[config.mk]
export PLATFORM = sky130hd
export DESIGN_NAME = uart_tx_fifo
export DESIGN_NICKNAME = d
export VERILOG_FILES = /design/src/rtl/uart_tx_fifo.sv
export SDC_FILE = /design/constraint.sdc
export NUM_CORES = 1
export LEC_CHECK = 0
export CORE_MARGIN = 4
export CORE_UTILIZATION = 35
export DETAILED_ROUTE_END_ITERATION = 8
export PLACE_DENSITY = 0.66
export SETUP_SLACK_MARGIN = 0.15
export SYNTH_ARGS = -nofsm -noshare
export SYNTH_HDL_FRONTEND = slang
export SYNTH_SLANG_ARGS = --single-unit
[constraint.sdc]
create_clock -name clk -period 3.5 [get_ports clk]
set_clock_uncertainty 0.2 [all_clocks]
set_input_delay 0.35 -clock clk [delete_from_list [all_inputs] [get_ports clk]]
set_output_delay 0.35 -clock clk [all_outputs]
set_load 0.01 [all_outputs]
[src/rtl/uart_tx_fifo.sv]
// Buffered UART transmitter: a FIFO with a valid/ready push port feeds a
// frame serialiser. Data width, parity, stop-bit count and bit period are
// configurable.
module uart_tx_fifo #(
  parameter int unsigned DATA_BITS  = 8,
  parameter int unsigned FIFO_DEPTH = 4,
  parameter int unsigned DIV_WIDTH  = 16
) (
  input  logic                          clk,
  input  logic                          reset,
  input  logic [DIV_WIDTH-1:0]          divisor,
  input  logic [1:0]                    parity_type,
  input  logic                          stop_bits,
  input  logic [DATA_BITS-1:0]          din,
  input  logic                          din_valid,
  output logic                          din_ready,
  output logic                          out,
  output logic                          sending,
  output logic                          frame_done,
  output logic [$clog2(FIFO_DEPTH):0]   fifo_count
);

  localparam int unsigned PTR_W = $clog2(FIFO_DEPTH);
  localparam int unsigned CNT_W = PTR_W + 1;
  localparam int unsigned BIT_W = 3;

  typedef enum logic [2:0] {
    S_IDLE,
    S_START,
    S_DATA,
    S_PARITY,
    S_STOP
  } state_e;

  state_e                 state_q, state_d;
  logic [DIV_WIDTH-1:0]   baud_q, baud_d;
  logic [BIT_W-1:0]       bit_q, bit_d;
  logic [DIV_WIDTH-1:0]   div_q, div_d;
  logic                   par_en_q, par_en_d;
  logic                   par_bit_q, par_bit_d;
  logic                   two_stop_q, two_stop_d;
  logic [DATA_BITS-1:0]   sh_q, sh_d;
  logic [PTR_W-1:0]       wr_ptr_q, wr_ptr_d;
  logic [PTR_W-1:0]       rd_ptr_q, rd_ptr_d;
  logic [CNT_W-1:0]       count_q, count_d;
  logic                   ready_q, ready_d;
  logic                   out_q, out_d;
  logic                   sending_q, sending_d;
  logic                   done_q, done_d;

  logic [DATA_BITS-1:0]   mem_q [FIFO_DEPTH];

  logic                   push_c;
  logic                   pop_c;
  logic                   bit_end_c;
  logic                   state_end_c;
  logic [DIV_WIDTH-1:0]   eff_div_c;
  logic [DATA_BITS-1:0]   word_c;

  assign push_c      = din_valid & ready_q;
  assign bit_end_c   = (baud_q == '0);
  assign state_end_c = bit_end_c && (bit_q == '0);
  assign eff_div_c   = (divisor < DIV_WIDTH'(2)) ? DIV_WIDTH'(2) : divisor;
  assign word_c      = mem_q[rd_ptr_q];

  // Serialiser FSM: bit timing, state sequencing, pop and config capture
  always_comb begin
    state_d    = state_q;
    baud_d     = baud_q;
    bit_d      = bit_q;
    div_d      = div_q;
    par_en_d   = par_en_q;
    par_bit_d  = par_bit_q;
    two_stop_d = two_stop_q;
    sh_d       = sh_q;
    pop_c      = 1'b0;

    if (state_q != S_IDLE && !state_end_c) begin
      if (!bit_end_c) begin
        baud_d = baud_q - DIV_WIDTH'(1);
      end else begin
        bit_d  = bit_q - BIT_W'(1);
        baud_d = div_q - DIV_WIDTH'(1);
        if (state_q == S_DATA) sh_d = sh_q >> 1;
      end
    end

    case (state_q)
      S_IDLE: begin
        if (count_q != '0) begin
          pop_c   = 1'b1;
          state_d = S_START;
        end
      end
      S_START: begin
        if (state_end_c) begin
          state_d = S_DATA;
          bit_d   = BIT_W'(DATA_BITS - 1);
          baud_d  = div_q - DIV_WIDTH'(1);
        end
      end
      S_DATA: begin
        if (state_end_c) begin
          baud_d = div_q - DIV_WIDTH'(1);
          if (par_en_q) begin
            state_d = S_PARITY;
            bit_d   = '0;
          end else begin
            state_d = S_STOP;
            bit_d   = BIT_W'(two_stop_q);
          end
        end
      end
      S_PARITY: begin
        if (state_end_c) begin
          state_d = S_STOP;
          bit_d   = BIT_W'(two_stop_q);
          baud_d  = div_q - DIV_WIDTH'(1);
        end
      end
      S_STOP: begin
        if (state_end_c) begin
          if (count_q != '0) begin
            pop_c   = 1'b1;
            state_d = S_START;
          end else begin
            state_d = S_IDLE;
          end
        end
      end
      default: state_d = S_IDLE;
    endcase

    // A pop loads the word and freezes the line settings for this frame
    if (pop_c) begin
      sh_d       = word_c;
      div_d      = eff_div_c;
      par_en_d   = parity_type[0] ^ parity_type[1];
      par_bit_d  = (parity_type == 2'b01) ? ~(^word_c) : ^word_c;
      two_stop_d = stop_bits;
      baud_d     = eff_div_c - DIV_WIDTH'(1);
      bit_d      = '0;
    end
  end

  // Registered line level and status, derived from the upcoming state
  always_comb begin
    out_d = 1'b1;
    case (state_d)
      S_START:  out_d = 1'b0;
      S_DATA:   out_d = sh_d[0];
      S_PARITY: out_d = par_bit_d;
      default:  out_d = 1'b1;
    endcase
    sending_d = (state_d != S_IDLE);
    done_d    = (state_d == S_STOP) && (baud_d == '0) && (bit_d == '0);
  end

  // FIFO pointer, occupancy and ready bookkeeping
  always_comb begin
    wr_ptr_d = push_c ? wr_ptr_q + PTR_W'(1) : wr_ptr_q;
    rd_ptr_d = pop_c  ? rd_ptr_q + PTR_W'(1) : rd_ptr_q;
    count_d  = count_q + CNT_W'(push_c) - CNT_W'(pop_c);
    ready_d  = (count_d != CNT_W'(FIFO_DEPTH));
  end

  // Control and status registers
  always_ff @(posedge clk or negedge reset) begin
    if (!reset) begin
      state_q    <= S_IDLE;
      baud_q     <= '0;
      bit_q      <= '0;
      div_q      <= DIV_WIDTH'(2);
      par_en_q   <= 1'b0;
      par_bit_q  <= 1'b0;
      two_stop_q <= 1'b0;
      sh_q       <= '0;
      wr_ptr_q   <= '0;
      rd_ptr_q   <= '0;
      count_q    <= '0;
      ready_q    <= 1'b1;
      out_q      <= 1'b1;
      sending_q  <= 1'b0;
      done_q     <= 1'b0;
    end else begin
      state_q    <= state_d;
      baud_q     <= baud_d;
      bit_q      <= bit_d;
      div_q      <= div_d;
      par_en_q   <= par_en_d;
      par_bit_q  <= par_bit_d;
      two_stop_q <= two_stop_d;
      sh_q       <= sh_d;
      wr_ptr_q   <= wr_ptr_d;
      rd_ptr_q   <= rd_ptr_d;
      count_q    <= count_d;
      ready_q    <= ready_d;
      out_q      <= out_d;
      sending_q  <= sending_d;
      done_q     <= done_d;
    end
  end

  // FIFO storage; contents are invalidated by the pointer reset
  always_ff @(posedge clk) begin
    if (push_c) mem_q[wr_ptr_q] <= din;
  end

  assign din_ready  = ready_q;
  assign out        = out_q;
  assign sending    = sending_q;
  assign frame_done = done_q;
  assign fifo_count = count_q;

endmodule

==> results of run 1 <==
## worst paths after layout
| kind | startpoint | endpoint | slack, ns | cells past startpoint |
|---|---|---|---|---|
| setup reg to reg | baud_q[9]$_DFF_PN0_ | frame_done$_DFF_PN0_ | 0.28 | 8 |
| min in group clk | divisor[9] | div_q[9]$_DFFE_PN0P_ | 0.08 | 3 |
| max in group asynchronous | reset | bit_q[2]$_DFF_PN0_ | 2.29 | 2 |
| hold reg to reg | par_en_q$_DFFE_PN0P_ | par_en_q$_DFFE_PN0P_ | 0.29 | 2 |
| setup / recovery | divisor[14] | frame_done$_DFF_PN0_ | 0.27 | 14 |
| hold / removal | reset | div_q[7]$_DFFE_PN0P_ | -0.01 | 1 |
## final cells by class
type                            instances  share of cell area (%)
Timing Repair Buffer                   82                    10.8
Clock buffer                            9                    3.55
Multi-Input combinational cell        367                    40.8
Clock inverter                          7                    1.28
Tap cell                              180                    3.55
Sequential cell                        92                    38.9
Inverter                               20                    1.18
## critical path, cell delays in order
cell and delay (ns):
buf_6 0.09, or4_4 0.55, nor4_4 0.31, inv_1 0.09
o21ai_2 0.16, ha_2 0.20, nor3b_4 0.18, nor3b_4 0.21
nand2_1 0.08, xnor2_1 0.13, nand2_1 0.08, o311ai_2 0.10
or4_1 0.52, and4b_1 0.25
## placed cells by master, fill, tap and decap left out, types with 10 or more instances in the layout
master,instances
a21oi_1,14
buf_4,46
clkdlybuf4s50_1,21
dfrtp_1,57
edfxtp_1,32
inv_1,18
mux2i_1,13
nand2_1,84
nand3_1,10
nor2_1,29
nor4_1,14
o21ai_0,29
or3_1,10
xnor2_1,25
xor2_1,17
## power groups by stage
stage          logic [W]  clock network (W)  registers (W)
3_5_place_dp     0.00180                  0        0.00189
2_1_floorplan    0.00131                  0        0.00177
5_1_grt          0.00203            0.00104        0.00194
6_report         0.00183           0.000979        0.00188
4_1_cts          0.00182           0.000993        0.00187
3_3_place_gp     0.00178                  0        0.00188
## state kept, by name (all words and copies together) (netlist names)
| name | cells |
|---|---|
| state_q | 3 |
| div_q | 16 |
| par_en_q | 1 |
| wr_ptr_q | 2 |
| out | 1 |
| par_bit_q | 1 |
| sending | 1 |
| bit_q | 3 |
| sh_q | 8 |
| mem_q | 32 |
| baud_q | 16 |
| frame_done | 1 |
| din_ready | 1 |
| fifo_count | 3 |
| two_stop_q | 1 |
| rd_ptr_q | 2 |
## stage by stage
stage	TNS [ns]	setup WS, ns	utilization, %	cell area, um^2
after detailed placement	-0.418	-0.418	42.6	5980
after floorplan	0	0.0297	-	5200
after global routing	0	0.107	45.2	6340
final	0	0.266	45.2	6340
after CTS	0	0.150	44.9	6300
after global placement	-0.353	-0.353	42.6	5980
## kinds of logic after synthesis
group	count (synthesis)	synth area share (%)
adders and majority gates	13	3.35
buffers and inverters	37	2.81
muxes	23	6.55
and+or+nand+nor	207	21.4
xor gates and xnor gates	43	7.42
DFF	92	48.6
AOI/OAI and AO/OA	81	9.91
## routing by layer
metal / up-vias / part of all wire (%) / GRT usage [%]
met5: - / 0 / 0
met4: 0 / 2.4 / 6.12
met3: 27 / 4.9 / 2.45
met2: 127 / 45 / 25.0
met1: 1987 / 47 / 22.4
li1: 1964 / - / -
## repair_timing
item | CTS | global route
buffers inserted | 3 | 3
endpoints found under the setup margin | 1 | 2
pin swaps | 7 | 11
gates resized for setup | 11 | 24
==> summary.txt, run 1 <==
Outcome
  – Status: finished with violations
  – Failing checks: negative hold slack

Route
  – DRT Pass-1 Iters: 5
  – Vias per cell: 5.42
  – Final WL: 12800 um
  – WL per Instance: 16.9 um
  – DR iter-0 viols: 263
  – Routed Antenna Nets: 0
  – DRC Markers: 0
  – Vias: 4105

Worst hold path
  – Worst hold path type: input port to asynchronous set/reset pin

Synth
  – FFs w/ async S/R, synth: 65.2%
  – Avg Cell Area, Syn: 10.2 um^2
  – Syn nets: 539
  – Synth cell count leaders: nand2_1 (84), dfrtp_1 (57), edfxtp_1 (32)
  – Post-synthesis sequential area ratio: 48.6%
  – Area leader, netlist: dfrtp_1
  – Mapped Area: 5080 um^2
  – Cells after Synth: 496
  – Top cell type's share of synthesized area: 28.1%
  – Synth Register Bits: 92
  – Most frequent cell after synthesis: nand2_1
  – Predominant post-synthesis flop cell: dfrtp_1
  – Ys Warns: 0
  – Post-synth cell types: 64
  – Synth area leaders: dfrtp_1 (28%), edfxtp_1 (19%), nand2_1 (6.2%), xnor2_1 (4.5%), mux4_2 (3.5%)
  – Post-synth EDFFs: 32

Final layout
  – Register area: 2470 um^2
  – Area of the multi-input gates: 2590 um^2
  – Layout Area Growth over Synthesis: 24.9%
  – Share of layout cells above drive strength 1: 18.9%
  – # nets final: 615
  – Finished Layout Cells: 757
  – Fillcell total: 1269
  – Diodes inserted: 0

Floorplanning
  – Initial Util: 36.2%
  – Core ar.: 14000 um^2
  – Num rows: 43
  – Die ar.: 16500 um^2
  – Die width: 128 um
  – DIE HEIGHT: 128 um
  – Io pins: 37

Power
  – Sw Pwr: 0.00180 W
  – P_int: 0.00288 W
  – Pwr per Cell Area: 739 nW/um^2
  – Sequential group share of total power: 40.2%
  – Clk network pwr share: 20.9%
  – Leakage power figure: 2.51 nW
  – Max rail drop VDD: 0.403 mV
  – Switching share of power: 38.5%
  – Power, Total: 0.00469 W
  – Logic pwr share: 38.9%

Placed design
  – I/O Buffers: 36
  – Routability Congestion: 0.942
  – DP HPWL: 9600 um
  – Placed cell count: 735

Clocking
  – CTS max path bufs: 2
  – TritonCTS clock tree: done
  – Clock transition at path regs: 0.08 ns
  – Hold Buf Count CTS: 0
  – CTS H-Tree Depth: 3
  – Clk_lat worst skew: 0.35 ns
  – Root Driver: clkbuf_16
  – CTS Sinks: 92
  – TritonCTS Buffers: 9

STA
  – Max Transition Viols Final: 0
  – Fmax: 0.309 GHz
  – Final period util: 92.4%
  – RSZ-0062 raised after global routing: true
  – Final hold violation count: 14
  – Worst rel slew slack: 29.0%
  – Final Setup Violations: 0
  – Minimum clock period: 3.23 ns
  – Worst Max-Slew Pin Slew: 1.06 ns
  – Worst hold margin: -0.0135 ns

Worst setup path
  – CP Data Required Time: 3.57 ns
  – Crit path DAT: 3.31 ns
  – Crit end category: register
  – CP max FO: 2
  – WS Path Type: input port to register
  – Startpoint Class: input port

Run
  – Maxcap violations: 0

GRT
  – Overflow after GRT: 0
  – Vias in the first global route: 4036
  – Largest net degree at the start of global routing: 47
  – Initial antenna violation count: 0
  – Global-route wire length before repair: 21000 um
  – Gr usage total: 16.0%
(Power assumes the default switching activity.)
==> inputs of run 2 (changes only) <==
Settings changed: SKIP_LAST_GASP set to 1.
==> results of run 2 <==
Same layout as run 1: the final DEF is identical, and so are final timing and power.
==> inputs of run 3 (changes only) <==
Settings changed: CORE_MARGIN 4 to 2.
==> summary.txt, run 3 (same netlist as run 1, synthesis figures left out) <==
Route
  – Final WL: 13400 um (+4.8%)
  – Vias per cell: 5.43 (+0.12%)
  – Vias: 4251 (+3.6%)
  – DR iter-0 viols: 255 (-3.0%)
  – DRC Markers: 0 (unchanged)
  – WL per Instance: 17.2 um (+1.3%)
  – Routed Antenna Nets: 0 (unchanged)
  – DRT Pass-1 Iters: 5 (unchanged)

Final layout
  – Final instance area: 6530 um^2 (+2.9%)
  – Fillcell total: 1318 (+3.9%)
  – Max reg flops: 32 (unchanged)
  – Most frequent cells in the layout: nand2_1 (83), buf_4 (64), dfrtp_1 (57)
  – Largest register by flop count: mem_q
  – Share of layout cells above drive strength 1: 22.0% (+3.1 points)
  – Diodes inserted: 0 (unchanged)
  – Commonest non-fill, non-tap cell in the layout: nand2_1
  – Layout Area Growth over Synthesis: 28.6%
  – Util after Layout: 45.4% (+0.26 points)
  – # nets final: 637 (+3.6%)
  – Regs by FF count: mem_q: 32 flops, baud_q: 16 flops, div_q: 16 flops

Clocking
  – TritonCTS Buffers: 9 (unchanged)
  – Root Driver: clkbuf_16
  – Clock transition at path regs: 0.08 ns (about the same)
  – TritonCTS clock tree: done
  – CTS max path bufs: 2 (unchanged)
  – CTS H-Tree Depth: 3 (unchanged)
  – Clk_lat worst skew: 0.35 ns (about the same)
  – CTS Sinks: 92 (unchanged)

STA
  – Fin worst setup slack: 0.198 ns (-0.0680 ns)
  – Worst Max-Slew Pin Slew: 0.596 ns (-0.469 ns)
  – Max Transition Viols Final: 0 (unchanged)
  – Minimum clock period: 3.30 ns (+0.0680 ns)
  – Final hold violation count: 0 (-14)
  – Worst rel slew slack: 60.3% (+31 points)
  – Final period util: 94.3% (+1.9 points)
  – Final Setup Violations: 0 (unchanged)
  – Fmax: 0.303 GHz (-2.1%)
  – RSZ-0062 raised after global routing: true

Outcome
  – Status: finished clean

Floorplanning
  – DIE HEIGHT: 124 um (-3.1%)
  – Core ar.: 14400 um^2 (+2.3%)
  – Die ar.: 15500 um^2 (-6.1%)
  – Io pins: 37 (unchanged)
  – Die width: 124 um (-3.1%)
  – Num rows: 44 (+2.3%)
  – Initial Util: 35.3% (-0.82 points)

Placed design
  – Routability Congestion: 1.00 (+6.5%)
  – Dpl ws: -0.494 ns (-0.0761 ns)
  – Cell Area, Placed: 5990 um^2 (+0.21%)
  – I/O Buffers: 36 (unchanged)
  – DP HPWL: 9620 um (+0.28%)

GRT
  – Initial antenna violation count: 0 (unchanged)
  – Vias in the first global route: 4148 (+2.8%)
  – Largest net degree at the start of global routing: 44 (-6.4%)
  – Global-route wire length before repair: 21500 um (+2.5%)
  – Overflow after GRT: 0 (unchanged)
  – Gr usage total: 17.4% (+1.4 points)

Power
  – Leakage power figure: 2.61 nW (+4.1%)
  – Power, Total: 0.00477 W (+1.7%)
  – Pwr per Cell Area: 731 nW/um^2 (-1.1%)
  – Max rail drop VDD: 0.509 mV (+26%)

Run
  – Maxcap violations: 0 (unchanged)

Worst setup path
  – Crit end category: register
  – Crit path DAT: 3.39 ns (+0.08 ns)
  – CP max FO: 2 (unchanged)
  – Startpoint Class: input port
  – WS Path Type: input port to register
  – CP Data Required Time: 3.59 ns (+0.02 ns)

Worst hold path
  – Worst hold path type: input port to register
[run 3: per-stage QoR]
stage,cells,TNS (ns),hold slack (ns)
detailed placement,740,-0.494,0.0971
floorplan,496,0,-0.146
CTS,776,0,0.259
global route,783,0,0.114
finish,783,0,0.105
global placement,740,-0.375,0.0995
[run 3: area by class of cell]
cell class,instances,area [um^2],area share [%]
clock inverters,7,88.8,1.36
multi-input cells,367,2590,39.7
inverters,20,75.1,1.15
flip-flops and latches,92,2470,37.8
well taps,184,230,3.53
clock buffers,9,225,3.45
repair buffers,104,852,13.1
[run 3: routing by layer]
layer / vias up / wire [um] / track usage (%)
met4: 0 / 279 / 6.15
met3: 24 / 843 / 3.18
met5: - / 0 / 0
met2: 176 / 6350 / 27.9
li1: 2005 / - / -
met1: 2046 / 5970 / 23.7
[run 3: what timing repair did]
item	CTS	global route
gates resized for setup	15	27
buffers inserted	19	7
setup endpoints to repair	1	4
endpoints found under the hold margin	15	0
pin swaps	8	9
hold buffers	1	0
[run 3: worst max-delay path, cell delays in order]
cell and delay, ns:
buf_6 0.09, or4_4 0.56, nor4_4 0.32, inv_1 0.09, o21ai_2 0.18, buf_4 0.13
buf_4 0.10, buf_6 0.09, buf_6 0.09, buf_4 0.09, buf_4 0.10, buf_4 0.09
buf_4 0.09, buf_4 0.09, buf_4 0.09, buf_4 0.09, buf_4 0.09, buf_4 0.09
buf_4 0.09, buf_4 0.09, buf_4 0.09, buf_4 0.10, buf_6 0.09, nand2_2 0.04
nand2_1 0.08
[run 3: worst paths after layout]
check / slack, ns / cells after the start / startpoint / to
min in group asynchronous: 0.26 / 2 / reset / div_q[7]$_DFFE_PN0P_
hold / removal: 0.11 / 3 / divisor[12] / div_q[12]$_DFFE_PN0P_
setup reg to reg: 0.24 / 8 / baud_q[7]$_DFF_PN0_ / frame_done$_DFF_PN0_
hold reg to reg: 0.30 / 2 / par_en_q$_DFFE_PN0P_ / par_en_q$_DFFE_PN0P_
max in group asynchronous: 1.92 / 3 / reset / par_en_q$_DFFE_PN0P_
setup / recovery: 0.20 / 25 / divisor[13] / baud_q[0]$_DFF_PN0_
[run 3: power by group]
part           internal (W)  total [W]  switching (W)
registers           0.00150    0.00188       0.000383
logic              0.000899    0.00189       0.000989
clock network      0.000514    0.00100       0.000486
